File: src/rtl/min_weight_solution_sink_if.sv
// AXI-Stream bundle carrying solution bit-vector beats.
// Slave side only drives tready.
interface axi_stream_if #(
    parameter int DATA_W = 8
);
    logic [DATA_W-1:0] tdata;
    logic              tvalid;
    logic              tready;
    logic              tlast;

    modport master (output tdata, output tvalid, output tlast, input tready);
    modport slave  (input tdata, input tvalid, input tlast, output tready);
endinterface

File: src/rtl/min_weight_solution_sink.sv
// Reassembles streamed GF(2) solutions and keeps the minimum-weight one.
// Reports best vector, its weight and the solution count on the final beat.
module min_weight_solution_sink #(
    parameter int MAX_VEC_LENGTH = 16,
    parameter int AXI_DATA_WIDTH = 8,
    parameter int COUNT_W        = 16,
    localparam int LEN_W     = $clog2(MAX_VEC_LENGTH + 1),
    localparam int BEATS_MAX = (MAX_VEC_LENGTH + AXI_DATA_WIDTH - 1) / AXI_DATA_WIDTH
) (
    input  logic                      clk,
    input  logic                      rst,
    input  logic [LEN_W-1:0]          vec_length,
    input  logic                      start,
    axi_stream_if.slave               solution_stream,
    output logic                      busy,
    output logic                      done,
    output logic                      error,
    output logic [MAX_VEC_LENGTH-1:0] best_vec,
    output logic [LEN_W-1:0]          best_weight,
    output logic [COUNT_W-1:0]        solution_count
);

    localparam int BUF_W = BEATS_MAX * AXI_DATA_WIDTH;
    localparam int IDX_W = $clog2(BEATS_MAX + 1);

    typedef enum logic [1:0] {
        S_IDLE,
        S_RECV,
        S_EVAL,
        S_DONE
    } state_t;

    state_t                    state_q, state_d;
    logic [LEN_W-1:0]          len_q, len_d;
    logic [IDX_W-1:0]          beat_idx_q, beat_idx_d;
    logic [BUF_W-1:0]          buf_q, buf_d;
    logic                      last_q, last_d;
    logic [MAX_VEC_LENGTH-1:0] best_vec_q, best_vec_d;
    logic [LEN_W-1:0]          best_weight_q, best_weight_d;
    logic [COUNT_W-1:0]        count_q, count_d;
    logic                      error_q, error_d;
    logic                      tready_q, tready_d;

    logic [IDX_W-1:0]          beats_need;
    logic [MAX_VEC_LENGTH-1:0] vec_masked;
    logic [LEN_W-1:0]          weight;
    logic                      accept;
    logic                      len_bad;

    // Assembled vector with bits at and above the latched length cleared
    always_comb begin
        beats_need = IDX_W'((int'(len_q) + AXI_DATA_WIDTH - 1) / AXI_DATA_WIDTH);
        vec_masked = '0;
        weight     = '0;
        for (int i = 0; i < MAX_VEC_LENGTH; i++) begin
            vec_masked[i] = buf_q[i] & (i < int'(len_q));
        end
        for (int i = 0; i < MAX_VEC_LENGTH; i++) begin
            weight = weight + LEN_W'(vec_masked[i]);
        end
    end

    assign accept  = solution_stream.tvalid && tready_q;
    assign len_bad = (vec_length == '0) || (int'(vec_length) > MAX_VEC_LENGTH);

    always_comb begin
        state_d       = state_q;
        len_d         = len_q;
        beat_idx_d    = beat_idx_q;
        buf_d         = buf_q;
        last_d        = last_q;
        best_vec_d    = best_vec_q;
        best_weight_d = best_weight_q;
        count_d       = count_q;
        error_d       = error_q;
        tready_d      = 1'b0;
        unique case (state_q)
            S_IDLE: begin
                if (start) begin
                    len_d         = vec_length;
                    beat_idx_d    = '0;
                    buf_d         = '0;
                    last_d        = 1'b0;
                    count_d       = '0;
                    error_d       = 1'b0;
                    best_vec_d    = '0;
                    best_weight_d = '1;
                    if (len_bad) begin
                        error_d = 1'b1;
                        state_d = S_DONE;
                    end else begin
                        tready_d = 1'b1;
                        state_d  = S_RECV;
                    end
                end
            end
            S_RECV: begin
                tready_d = 1'b1;
                if (accept) begin
                    buf_d[int'(beat_idx_q)*AXI_DATA_WIDTH +: AXI_DATA_WIDTH] =
                        solution_stream.tdata;
                    if (beat_idx_q == beats_need - 1'b1) begin
                        beat_idx_d = '0;
                        last_d     = solution_stream.tlast;
                        tready_d   = 1'b0;
                        state_d    = S_EVAL;
                    end else if (solution_stream.tlast) begin
                        // Stream ended mid-vector: drop the partial vector
                        beat_idx_d = '0;
                        buf_d      = '0;
                        error_d    = 1'b1;
                        tready_d   = 1'b0;
                        state_d    = S_DONE;
                    end else begin
                        beat_idx_d = beat_idx_q + 1'b1;
                    end
                end
            end
            S_EVAL: begin
                if (count_q != '1) begin
                    count_d = count_q + 1'b1;
                end
                if (weight < best_weight_q) begin
                    best_vec_d    = vec_masked;
                    best_weight_d = weight;
                end
                if (last_q) begin
                    state_d = S_DONE;
                end else begin
                    tready_d = 1'b1;
                    state_d  = S_RECV;
                end
            end
            S_DONE: begin
                state_d = S_IDLE;
            end
            default: begin
                state_d = S_IDLE;
            end
        endcase
    end

    always_ff @(posedge clk) begin
        if (rst) begin
            state_q       <= S_IDLE;
            len_q         <= '0;
            beat_idx_q    <= '0;
            buf_q         <= '0;
            last_q        <= 1'b0;
            best_vec_q    <= '0;
            best_weight_q <= '0;
            count_q       <= '0;
            error_q       <= 1'b0;
            tready_q      <= 1'b0;
        end else begin
            state_q       <= state_d;
            len_q         <= len_d;
            beat_idx_q    <= beat_idx_d;
            buf_q         <= buf_d;
            last_q        <= last_d;
            best_vec_q    <= best_vec_d;
            best_weight_q <= best_weight_d;
            count_q       <= count_d;
            error_q       <= error_d;
            tready_q      <= tready_d;
        end
    end

    assign solution_stream.tready = tready_q;
    assign busy                   = (state_q != S_IDLE);
    assign done                   = (state_q == S_DONE);
    assign error                  = error_q;
    assign best_vec               = best_vec_q;
    assign best_weight            = best_weight_q;
    assign solution_count         = count_q;

endmodule

File: src/flat_wrapper.sv
// flat-port wrapper written by rule: the top's interface ports become plain ports
module min_weight_solution_sink_flat 
#(
    parameter int MAX_VEC_LENGTH = 16,
    parameter int AXI_DATA_WIDTH = 8,
    parameter int COUNT_W        = 16,
    localparam int LEN_W     = $clog2(MAX_VEC_LENGTH + 1),
    localparam int BEATS_MAX = (MAX_VEC_LENGTH + AXI_DATA_WIDTH - 1) / AXI_DATA_WIDTH
)
  (clk, rst, vec_length, start, busy, done, error, best_vec, best_weight, solution_count, solution_stream_tdata, solution_stream_tvalid, solution_stream_tlast, solution_stream_tready);
  axi_stream_if #(.DATA_W(8)) solution_stream_i ();
  input  logic clk;
  input  logic rst;
  input  logic [LEN_W-1:0] vec_length;
  input  logic start;
  output logic busy;
  output logic done;
  output logic error;
  output logic [MAX_VEC_LENGTH-1:0] best_vec;
  output logic [LEN_W-1:0] best_weight;
  output logic [COUNT_W-1:0] solution_count;
  input wire logic [$bits(solution_stream_i.tdata)-1:0] solution_stream_tdata;
  input wire logic [$bits(solution_stream_i.tvalid)-1:0] solution_stream_tvalid;
  input wire logic [$bits(solution_stream_i.tlast)-1:0] solution_stream_tlast;
  output wire logic [$bits(solution_stream_i.tready)-1:0] solution_stream_tready;
  assign solution_stream_i.tdata = solution_stream_tdata;
  assign solution_stream_i.tvalid = solution_stream_tvalid;
  assign solution_stream_i.tlast = solution_stream_tlast;
  assign solution_stream_tready = solution_stream_i.tready;
  min_weight_solution_sink #(.MAX_VEC_LENGTH(MAX_VEC_LENGTH), .AXI_DATA_WIDTH(AXI_DATA_WIDTH), .COUNT_W(COUNT_W)) u_core (.clk(clk), .rst(rst), .vec_length(vec_length), .start(start), .solution_stream(solution_stream_i), .busy(busy), .done(done), .error(error), .best_vec(best_vec), .best_weight(best_weight), .solution_count(solution_count));
endmodule
File: config.mk
export PLATFORM = sky130hd
export DESIGN_NAME = min_weight_solution_sink_flat
export DESIGN_NICKNAME = d
export VERILOG_FILES = /design/src/rtl/min_weight_solution_sink_if.sv /design/src/rtl/min_weight_solution_sink.sv /design/src/flat_wrapper.sv
export SDC_FILE = /design/constraint.sdc
export NUM_CORES = 1
export LEC_CHECK = 0
export BUFFER_PORTS_ARGS = -buffer_cell sky130_fd_sc_hd__clkbuf_2
export CORE_ASPECT_RATIO = 1.75
export CORE_MARGIN = 3
export CORE_UTILIZATION = 55
export DETAILED_ROUTE_END_ITERATION = 8
export PLACE_DENSITY = 0.81
export SYNTH_ARGS = -nofsm -noshare
export SYNTH_HDL_FRONTEND = slang
export SYNTH_SLANG_ARGS = --single-unit
export TNS_END_PERCENT = 30
File: constraint.sdc
create_clock -name clk -period 11.8 [get_ports clk]
set_input_delay 3.54 -clock clk [delete_from_list [all_inputs] [get_ports clk]]
set_output_delay 3.54 -clock clk [all_outputs]
set_load 0.05 [all_outputs]
[Word level (Yosys, flattened, before mapping)]
Cells that the tools add are included.
Storage, ports and cells
  register bits after elaboration: 65
  input port bits: 18
  word-level logic and storage cells: 139
  output and inout bits: 41
Cells by class
  add/sub/neg operators: 22
  $lt $le $gt $ge: 18
  shifts and indexed selects: 2
  mux-type cells: 42
  reductions and logical operators: 15
  equal/unequal tests: 13
  bitwise operators: 17
Operators with widths (number)
  $mux W16: 6
  $pmux W16 S2: 3
  $add A5 B1 Y5: 14
  $lt A4 B5 Y1 const A: 8
  $neg A5 Y33: 1
  $shift A8 B33 Y16 const A: 1
  $shiftx A8 B33 Y16: 1
  $lt A3 B5 Y1 const A: 4
  $mux W2: 10
  $and A1 B1 Y1: 17
  $add A16 B1 Y16 const B: 1
  $bwmux W16: 1
  $ne A16 B16 Y1 const B: 1
  $mux W1: 14
  $reduce_and A3 Y1: 4
  $lt A1 B5 Y1 const A: 2
  $lt A2 B5 Y1 const A: 2
  $mux W5: 2
  $pmux W5 S2: 1
  $ne A2 B1 Y1 const B: 4
  $pmux W2 S4: 1
  $sub A6 B1 Y7 const B: 1
  $add A5 B4 Y6 const B: 1
  $ne A2 B2 Y1 const B: 3
  other kinds (22): 26

[Logic depth before layout (Yosys ltp)]
Gate-level depths: netlist of the first run.
  depth after elaboration: 20
  gate-level depth with buffers: 22
  depth with buffers taken out: 20

[Least setup slack after synthesis of the first run]
OpenSTA, ideal clock, no wires.
  path type: reg-to-reg
  start point: register u_core.len_q[4]
  end point: register u_core.best_weight_q[2], in the netlist u_core.best_weight[2]
  buffers on the path: 2
  arrival time: 5.736 ns
  setup time: 0.091 ns
  path slack: 5.973 ns
  clock period less this slack: 5.827 ns
  stages on the path, launching flop included: 22
  data required time: 11.709 ns
  cells stage by stage: dfxtp_1 clkbuf_1 nor2_1 a21boi_0 ha_1 fa_1 inv_1 fa_1 fa_1 inv_1 fa_1 inv_1 fa_1 fa_1 xnor2_1 ha_1 a21o_1 a31oi_1 o21ai_1 clkbuf_1 nor3_1 a311oi_1
On the way
  cells in the longest elaborated chain, start to end: 20
  elaborated cells on any way between the ends: 52
  classes of those cells: add/sub (15); order compare (17); eq/ne (1); mux (2); bitwise (16); reduce/logical (1)
Ends and longest elaborated chain
  start: declaration: line min_weight_solution_sink.sv:34  | logic [LEN_W-1:0] len_q, len_d;
  start signal: assignment: line min_weight_solution_sink.sv:157  | len_q <= len_d;
  $lt A1 B5 Y1: line min_weight_solution_sink.sv:56  | vec_masked[i] = buf_q[i] & (i < int'(len_q));
  $and A1 B1 Y1: line min_weight_solution_sink.sv:56
  $add A1 B1 Y2: line min_weight_solution_sink.sv:59  | weight = weight + LEN_W'(vec_masked[i]);
  $add A5 B1 Y5 (13 in series): line min_weight_solution_sink.sv:59
  $add A5 B1 Y5 *: line min_weight_solution_sink.sv:59
  $lt A5 B5 Y1: line min_weight_solution_sink.sv:123  | if (weight < best_weight_q) begin
  $ne A2 B1 Y1 (no source line)
  $reduce_and A3 Y1 (no source line)
  end signal: assignment: line min_weight_solution_sink.sv:162  | best_weight_q <= best_weight_d;
  end: declaration: line min_weight_solution_sink.sv:39  | logic [LEN_W-1:0] best_weight_q, best_weight_d;
Every way passes the cells marked *; elsewhere a longest branch is shown, timed or not. The select of a mux whose other input is x is not followed.
A chain may end at the register's enable or synchronous reset.

[Worst setup path after layout of the first run]
  start point: register u_core.len_q[4]
  end point: register u_core.best_vec_q[5], in the netlist u_core.best_vec[5]
On the way
  cells in the longest elaborated chain, start to end: 20
  elaborated cells on any way between the ends: 52
  classes of those cells: add/sub (15); order compare (17); eq/ne (1); mux (2); bitwise (16); reduce/logical (1)
Ends and longest elaborated chain
  $lt A1 B5 Y1: line min_weight_solution_sink.sv:56
  $and A1 B1 Y1: line min_weight_solution_sink.sv:56
  $add A1 B1 Y2: line min_weight_solution_sink.sv:59
  $add A5 B1 Y5 (14 in series): line min_weight_solution_sink.sv:59
  $lt A5 B5 Y1: line min_weight_solution_sink.sv:123
  $ne A2 B1 Y1 (no source line)
  $reduce_and A3 Y1 (no source line)
  end signal: assignment: line min_weight_solution_sink.sv:161  | best_vec_q <= best_vec_d;
  end: declaration: line min_weight_solution_sink.sv:38  | logic [MAX_VEC_LENGTH-1:0] best_vec_q, best_vec_d;
Several ways; a longest one is shown, not always the timed one. The select of a mux whose other input is x is not followed.

==> run summary, run 1 <==
Run status: finished, final reports clean
Reg-to-reg startpoint: u_core.len_q[4]
Die ar.: 7440 sq um
Worst-case hold slack: 478 ps
Largest net degree at the start of global routing: 41
DRT Pass-1 Iters: 5
Final WS setup: 5340 ps
Syn_area_per_cell: 8.55 sq um
Vias/cell: 5.89
Hold path depth: 2
Asr flop ratio synth: 0%
Register area: 1300 sq um
Unrepaired setup endpoints after global routing: false
Antenna viol nets, final: 0
Clock network latency to the later pin of the worst-skew pair: 350 ps
Antenna cells: 0
Critical-path cell list: nor2_1, a21boi_0, ha_1, fa_1, inv_1, fa_1, fa_1, inv_1, fa_1, inv_1, fa_1, fa_1, nor2b_1, o21a_1, ha_1, a211oi_1, o21ai_1, buf_4, or3_1, a21oi_1
Final min period: 6460 ps
Clock Pin Slew Worst Setup and Hold Paths: 70 ps
HPWL after DPL: 6.83 mm
Final Wtd Congestion: 0.931
Slew HR: 26.1%
Hold Fails Final Rpt: 0
Instance count of the mapped netlist: 412
Crit path DAT: 6730 ps
Yosys top cell by area: dfxtp_1
Fillers: 548
Synth top area share: 36.9%
Post-synth EDFFs: 0
Number of gates resized after CTS: 0
Drt wl/cell: 16.4 um
Post-CTS Setup Repair Bufs: 0
Finished Cell Area: 4040 sq um
Crit path max-delay cell type: dfxtp_1
Num CTS Buffers: 9
Iter 0 DRT Violations: 223
# nets final: 504
Register bit total from synthesis: 65
Power per cell area: 137 nW/um^2
Cell Area, Placed: 3830 sq um
Initial Utilization: 56.6%
Total number of vias: 3226
Area of the multi-input gates: 2020 sq um
Fraction of layout cells with a size suffix above 1: 19.4%
Post-CTS Hold Fix Bufs: 0
Port buffer count: 58
Worst reg2reg path depth: 20
Leak: 0.00161 uW
Min-Delay Startpoint: u_core.best_vec[3]
Vias in the first global route: 3112
Worst-path maximum fanout: 19
IR drop worst, VDD: 105 uV
Req. time, crit path: 12070 ps
Synth Cell Area: 3520 sq um
First-pass GRT wire length: 14.6 mm
Initial antenna violation count: 0
Largest cells by area after synthesis: dfxtp_1, fa_1, nor2_1
Die Span X: 66.5 um
Max Slew Vio Count: 0
Worst path most repeated cell: fa_1
Syn_nets: 453
GRT Resource Usage Total: 25.9%
Core area: 6230 sq um
Critical path launch point: u_core.len_q[4]
Fmax: 155 MHz
Final worst path period share: 54.7%
Slew @ Worst Pin: 1100 ps
Residual DRC count: 0
Clk buf depth: 2
Post-synth top flop: dfxtp_1
Unique cell type count in the Yosys netlist: 57
Setup TNS Final: 0 ps
FF-to-FF setup slack: 5340 ps
HP Class: reg2reg
CTS Sinks: 65
Worst Hold End: u_core.best_vec[3]
Final setup fails: 0
DIE HEIGHT: 112 um
CTS tree: yes
I/O pin count: 59
WL final: 9.00 mm
Ys Warns: 0
Post-synthesis sequential area ratio: 36.9%
Clock skew: 10.4 ps
Crit path largest cell delay: 550 ps
Rows: 38
Dpl ws: 5410 ps
Crit end category: flip-flop
H-tree depth: 3
Crit path launch type: flip-flop
MaxCap Viol Count: 0
R2r endpoint: u_core.best_vec[5]
Gr ovfl total: 0
Area growth syn-to-layout: 14.5%
Root Buffer: clkbuf_8
Crit Path Class: reg2reg
power by group:
part | leakage [uW] | switching [uW] | total (uW) | internal [uW]
clock | 0.000107 | 81.7 | 196 | 115
combinational | 0.000972 | 80.2 | 112 | 31.3
sequential | 0.000527 | 13.2 | 243 | 230
total | 0.00161 | 175 | 551 | 376
placed cells by master (no fill, tap or decap), drive strengths merged, types with 2 or more instances in the layout:
cell type	netlist	layout
xnor2	15	15
a21boi	4	4
and3	2	2
o211ai	3	3
clkinv	1	2
ha	13	13
dfxtp	65	65
nand3	27	27
nand2b	6	6
nand2	29	29
or3	8	8
or2	3	3
nor2b	4	4
a21oi	29	29
o21a	3	3
a211oi	7	7
o21ai	17	17
a31oi	2	2
fa	10	10
inv	24	24
clkbuf	15	72
nor4b	2	2
a311oi	4	4
nor4	7	7
and2	2	2
nor2	49	49
nor3	8	8
a31o	2	2
buf	5	3
a21o	3	3
xor2	3	3
o31ai	3	3
nand4	7	7
a22oi	15	15
synth_stat cells, types with 2 or more instances:
master / count
a211oi_1: 7
a21boi_0: 4
a21o_1: 3
a21oi_1: 29
a22oi_1: 15
a311oi_1: 4
a31o_2: 2
a31oi_1: 2
and2_1: 2
and3_1: 2
buf_2: 5
clkbuf_1: 13
clkbuf_8: 2
dfxtp_1: 65
fa_1: 10
ha_1: 13
inv_1: 24
nand2_1: 29
nand2b_1: 6
nand3_1: 27
nand4_1: 5
nor2_1: 49
nor2b_1: 4
nor3_1: 7
nor4_1: 4
nor4_2: 3
nor4b_2: 2
o211ai_1: 3
o21a_1: 3
o21ai_0: 15
o21ai_1: 2
o31ai_1: 2
or2_2: 3
or3_1: 7
xnor2_1: 15
xor2_1: 3
worst max-delay path, delay by kind of cell (launching register included):
family                     cells  cell delay (ps)
DFF                            1              550
buffers and inverters          4              460
adders and majority gates      8             3550
AOI/OAI and AO/OA              5             1220
and+or+nand+nor                3              600
how the worst max path moves through the flow:
stage,end,slack (ps),cells after the start
final,u_core.best_vec[5],5340,20
after global placement,u_core.best_vec[5],5680,20
after floorplan,u_core.best_weight[2],5970,21
after global routing,u_core.best_vec[3],4950,20
after CTS,u_core.best_vec[5],5380,20
after detailed placement,u_core.best_vec[5],5410,20
cells by family after synthesis:
kind of cell | count (synthesis) | share of synthesized area [%]
AND/OR/NAND/NOR | 158 | 23.4
AO/OA/AOI/OAI | 101 | 18.8
flip-flops | 65 | 36.9
buffers and inverters | 46 | 5.79
adder cells (fa/ha/maj) | 23 | 10.3
XOR/XNOR | 18 | 4.47
multiplexers | 1 | 0.284
state kept, by name, summed over array words and instances, names as in the netlist:
signal / cells
u_core.buf_q: 16
u_core.error: 1
u_core.solution_count: 16
u_core.best_vec: 16
u_core.solution_stream.tready: 1
u_core.state_q: 2
u_core.beat_idx_q: 2
u_core.best_weight: 5
u_core.last_q: 1
u_core.len_q: 5
area by class of cell:
type | count | share of cell area, %
multi-input cells | 301 | 50.0
repair buffers | 61 | 7.75
flip-flops and latches | 65 | 32.2
clock buffers | 14 | 4.28
well taps | 80 | 2.48
inverters | 25 | 2.33
clock inverters | 2 | 0.868
through the flow:
step	utilization (%)	power [uW]	instances
6_report	64.8	551	548
5_1_grt	64.8	579	548
3_3_place_gp	61.5	354	532
3_5_place_dp	61.5	358	532
2_1_floorplan	-	331	412
4_1_cts	64.8	554	548
layer usage:
metal / global-route usage [%] / share of wire [%] / wire length (um) / vias to the layer above
li1: - / - / - / 1558
met1: 27.2 / 37 / 3350 / 1492
met2: 43.6 / 52 / 4640 / 135
met3: 7.16 / 5.5 / 493 / 41
met4: 16.8 / 5.8 / 524 / 0
met5: 0 / 0 / 0 / -
(Power assumes the default switching activity.)
==> inputs of run 2 (changes only) <==
--- a/config.mk
+++ b/config.mk
@@ -8,9 +8,9 @@
 export BUFFER_PORTS_ARGS = -buffer_cell sky130_fd_sc_hd__clkbuf_2
 export CORE_ASPECT_RATIO = 1.75
 export CORE_MARGIN = 3
-export CORE_UTILIZATION = 55
+export CORE_UTILIZATION = 51
 export DETAILED_ROUTE_END_ITERATION = 8
-export PLACE_DENSITY = 0.81
+export PLACE_DENSITY = 0.79
 export SYNTH_ARGS = -nofsm -noshare
 export SYNTH_HDL_FRONTEND = slang
 export SYNTH_SLANG_ARGS = --single-unit
==> constraint.sdc (replaced) <==
create_clock -name clk -period 5.2 [get_ports clk]
set_input_delay 1.56 -clock clk [delete_from_list [all_inputs] [get_ports clk]]
set_output_delay 1.56 -clock clk [all_outputs]
set_load 0.05 [all_outputs]
==> run 2 against run 1 <==
Against the previous run:
- the flow now finishes with violations (negative setup slack)
- worst setup slack worse by 5700 ps
- sequential power up 130%
- utilization up 2.8 points
- power rose to 2.6 times the previous value
- cell count up 5.3%
- combinational power rose to 3.0 times the previous value
- cell area up 11%
- largest power group is now the clock network
==> run summary, run 2 (synthesis gave the netlist of run 1 again) <==
HP Class: reg2reg
Clock network latency to the later pin of the worst-skew pair: 340 ps
FF-to-FF setup slack: -340 ps
Most common cell after layout, fill and taps aside: dfxtp_1
Switching Fraction: 31.4%
Root Buffer: clkbuf_16
Crit end category: flip-flop
Slew HR: 17.4%
H-tree depth: 3
Final min period: 5540 ps
Clk buf depth: 2
Fraction of layout cells with a size suffix above 1: 28.9%
Largest net degree at the start of global routing: 41
Vias/cell: 5.98
Setup TNS Final: -5220 ps
Initial antenna violation count: 0
Crit path DAT: 5790 ps
Final Wtd Congestion: 0.879
CTS Sinks: 65
Crit path launch type: flip-flop
P_int: 994 uW
Worst-path maximum fanout: 7
Antenna cells: 0
Worst Hold End: u_core.best_vec[2]
Finished Cell Area: 4490 sq um
Seq pwr share: 38.1%
Dpl ws: -393 ps
WL final: 10.1 mm
Die Span X: 68.8 um
Fillers: 536
Fmax: 181 MHz
Worst reg2reg path depth: 20
Commonest non-fill, non-tap cells in the layout: dfxtp_1, clkbuf_2, nor2_1
Residual DRC count: 0
Antenna viol nets, final: 0
Req. time, crit path: 5450 ps
Gr ovfl total: 0
Crit Path Class: reg2reg
Min-Delay Startpoint: u_core.best_vec[2]
Rows: 39
Initial Utilization: 53.1%
Final worst path period share: 107%
Power per cell area: 323 nW/um^2
GRT Resource Usage Total: 27.5%
Area growth syn-to-layout: 27.3%
Reg-to-reg startpoint: u_core.len_q[1]
DIE HEIGHT: 116 um
Clock skew: 3.33 ps
IR drop worst, VDD: 242 uV
First-pass GRT wire length: 16.2 mm
Clk network pwr share: 39.1%
Final setup fails: 21
Run status: complete, but fails checks
Iter 0 DRT Violations: 184
NetSw: 456 uW
Port buffer count: 58
Hold Fails Final Rpt: 0
Hold path depth: 2
Unrepaired setup endpoints after global routing: true
Core area: 6640 sq um
DRT Pass-1 Iters: 5
I/O pin count: 59
Comb pwr share: 22.8%
Clock Pin Slew Worst Setup and Hold Paths: 50 ps
Worst-case hold slack: 476 ps
Slew @ Worst Pin: 1240 ps
Final WS setup: -340 ps
# nets final: 532
Vias in the first global route: 3452
MaxCap Viol Count: 0
Total number of vias: 3448
R2r endpoint: u_core.best_vec[6]
HPWL after DPL: 7.07 mm
Cell Area, Placed: 4020 sq um
CTS tree: yes
Leak: 0.00181 uW
Drt wl/cell: 17.5 um
Failing checks: negative setup slack
Die ar.: 7980 sq um
Num CTS Buffers: 9
Max Slew Vio Count: 0
==> run 2: power groups by stage <==
| stage | clock [uW] | sequential (uW) | combinational, uW |
|---|---|---|---|
| after floorplan | 0 | 587 | 178 |
| after global placement | 0 | 559 | 274 |
| after detailed placement | 0 | 560 | 280 |
| after CTS | 573 | 550 | 321 |
| after global routing | 592 | 554 | 358 |
| final | 566 | 552 | 331 |
==> run 2: worst max path at each step <==
stage / start / to / slack, ps / cells after the start
floorplan: u_core.len_q[4] / u_core.best_vec[2] / 5 / 21
global placement: u_core.len_q[3] / u_core.best_weight[1] / -270 / 18
detailed placement: u_core.len_q[2] / u_core.best_vec[9] / -390 / 20
CTS: u_core.len_q[1] / u_core.best_weight[1] / -250 / 21
global route: u_core.len_q[1] / u_core.best_weight[1] / -530 / 21
finish: u_core.len_q[1] / u_core.best_vec[6] / -340 / 20
==> run 2: timing repair <==
| action | CTS | global route |
|---|---|---|
| gates resized for setup | 18 | 8 |
| setup buffers | 8 | 0 |
| hold buffers | 0 | 0 |
| cloned | 1 | 0 |
| pin swaps | 17 | 1 |
| setup endpoints to repair | 21 | 21 |
==> run 2: area by class of cell <==
cell class              instances  area (sq um)  area share (%)
repair buffers                 88           538            12.0
clock buffers                  12           267            5.94
clock inverters                 3          15.0           0.335
flip-flops and latches         65          1310            29.1
well taps                      82           103            2.29
multi-input cells             302          2160            48.2
inverters                      25          93.8            2.09
==> run 2: through the flow <==
stage               util [%]  std cells  total power, uW
CTS                     67.3        577             1440
floorplan                  -        412              764
detailed placement      60.6        553              840
finish                  67.6        577             1450
global placement        60.6        553              833
global route            67.6        577             1500
==> run 2: worst max-delay path: stages, from the launching register on <==
cell,delay [ps]
dfxtp_4,370
nor3_4,220
a21boi_2,110
ha_1,310
fa_1,500
inv_1,60
fa_1,450
fa_1,490
inv_1,50
fa_1,500
inv_2,50
fa_2,370
fa_2,390
xnor2_2,200
ha_4,240
a21o_1,190
a31oi_4,200
buf_4,160
o21ai_4,80
or3_1,370
a21oi_1,150
==> run 2: layer usage <==
| metal | global-route usage, % | routed length, um |
|---|---|---|
| met1 | 28.7 | 3830 |
| met3 | 5.82 | 450 |
| met4 | 15.9 | 403 |
| met5 | 0 | 0 |
| met2 | 48.7 | 5400 |
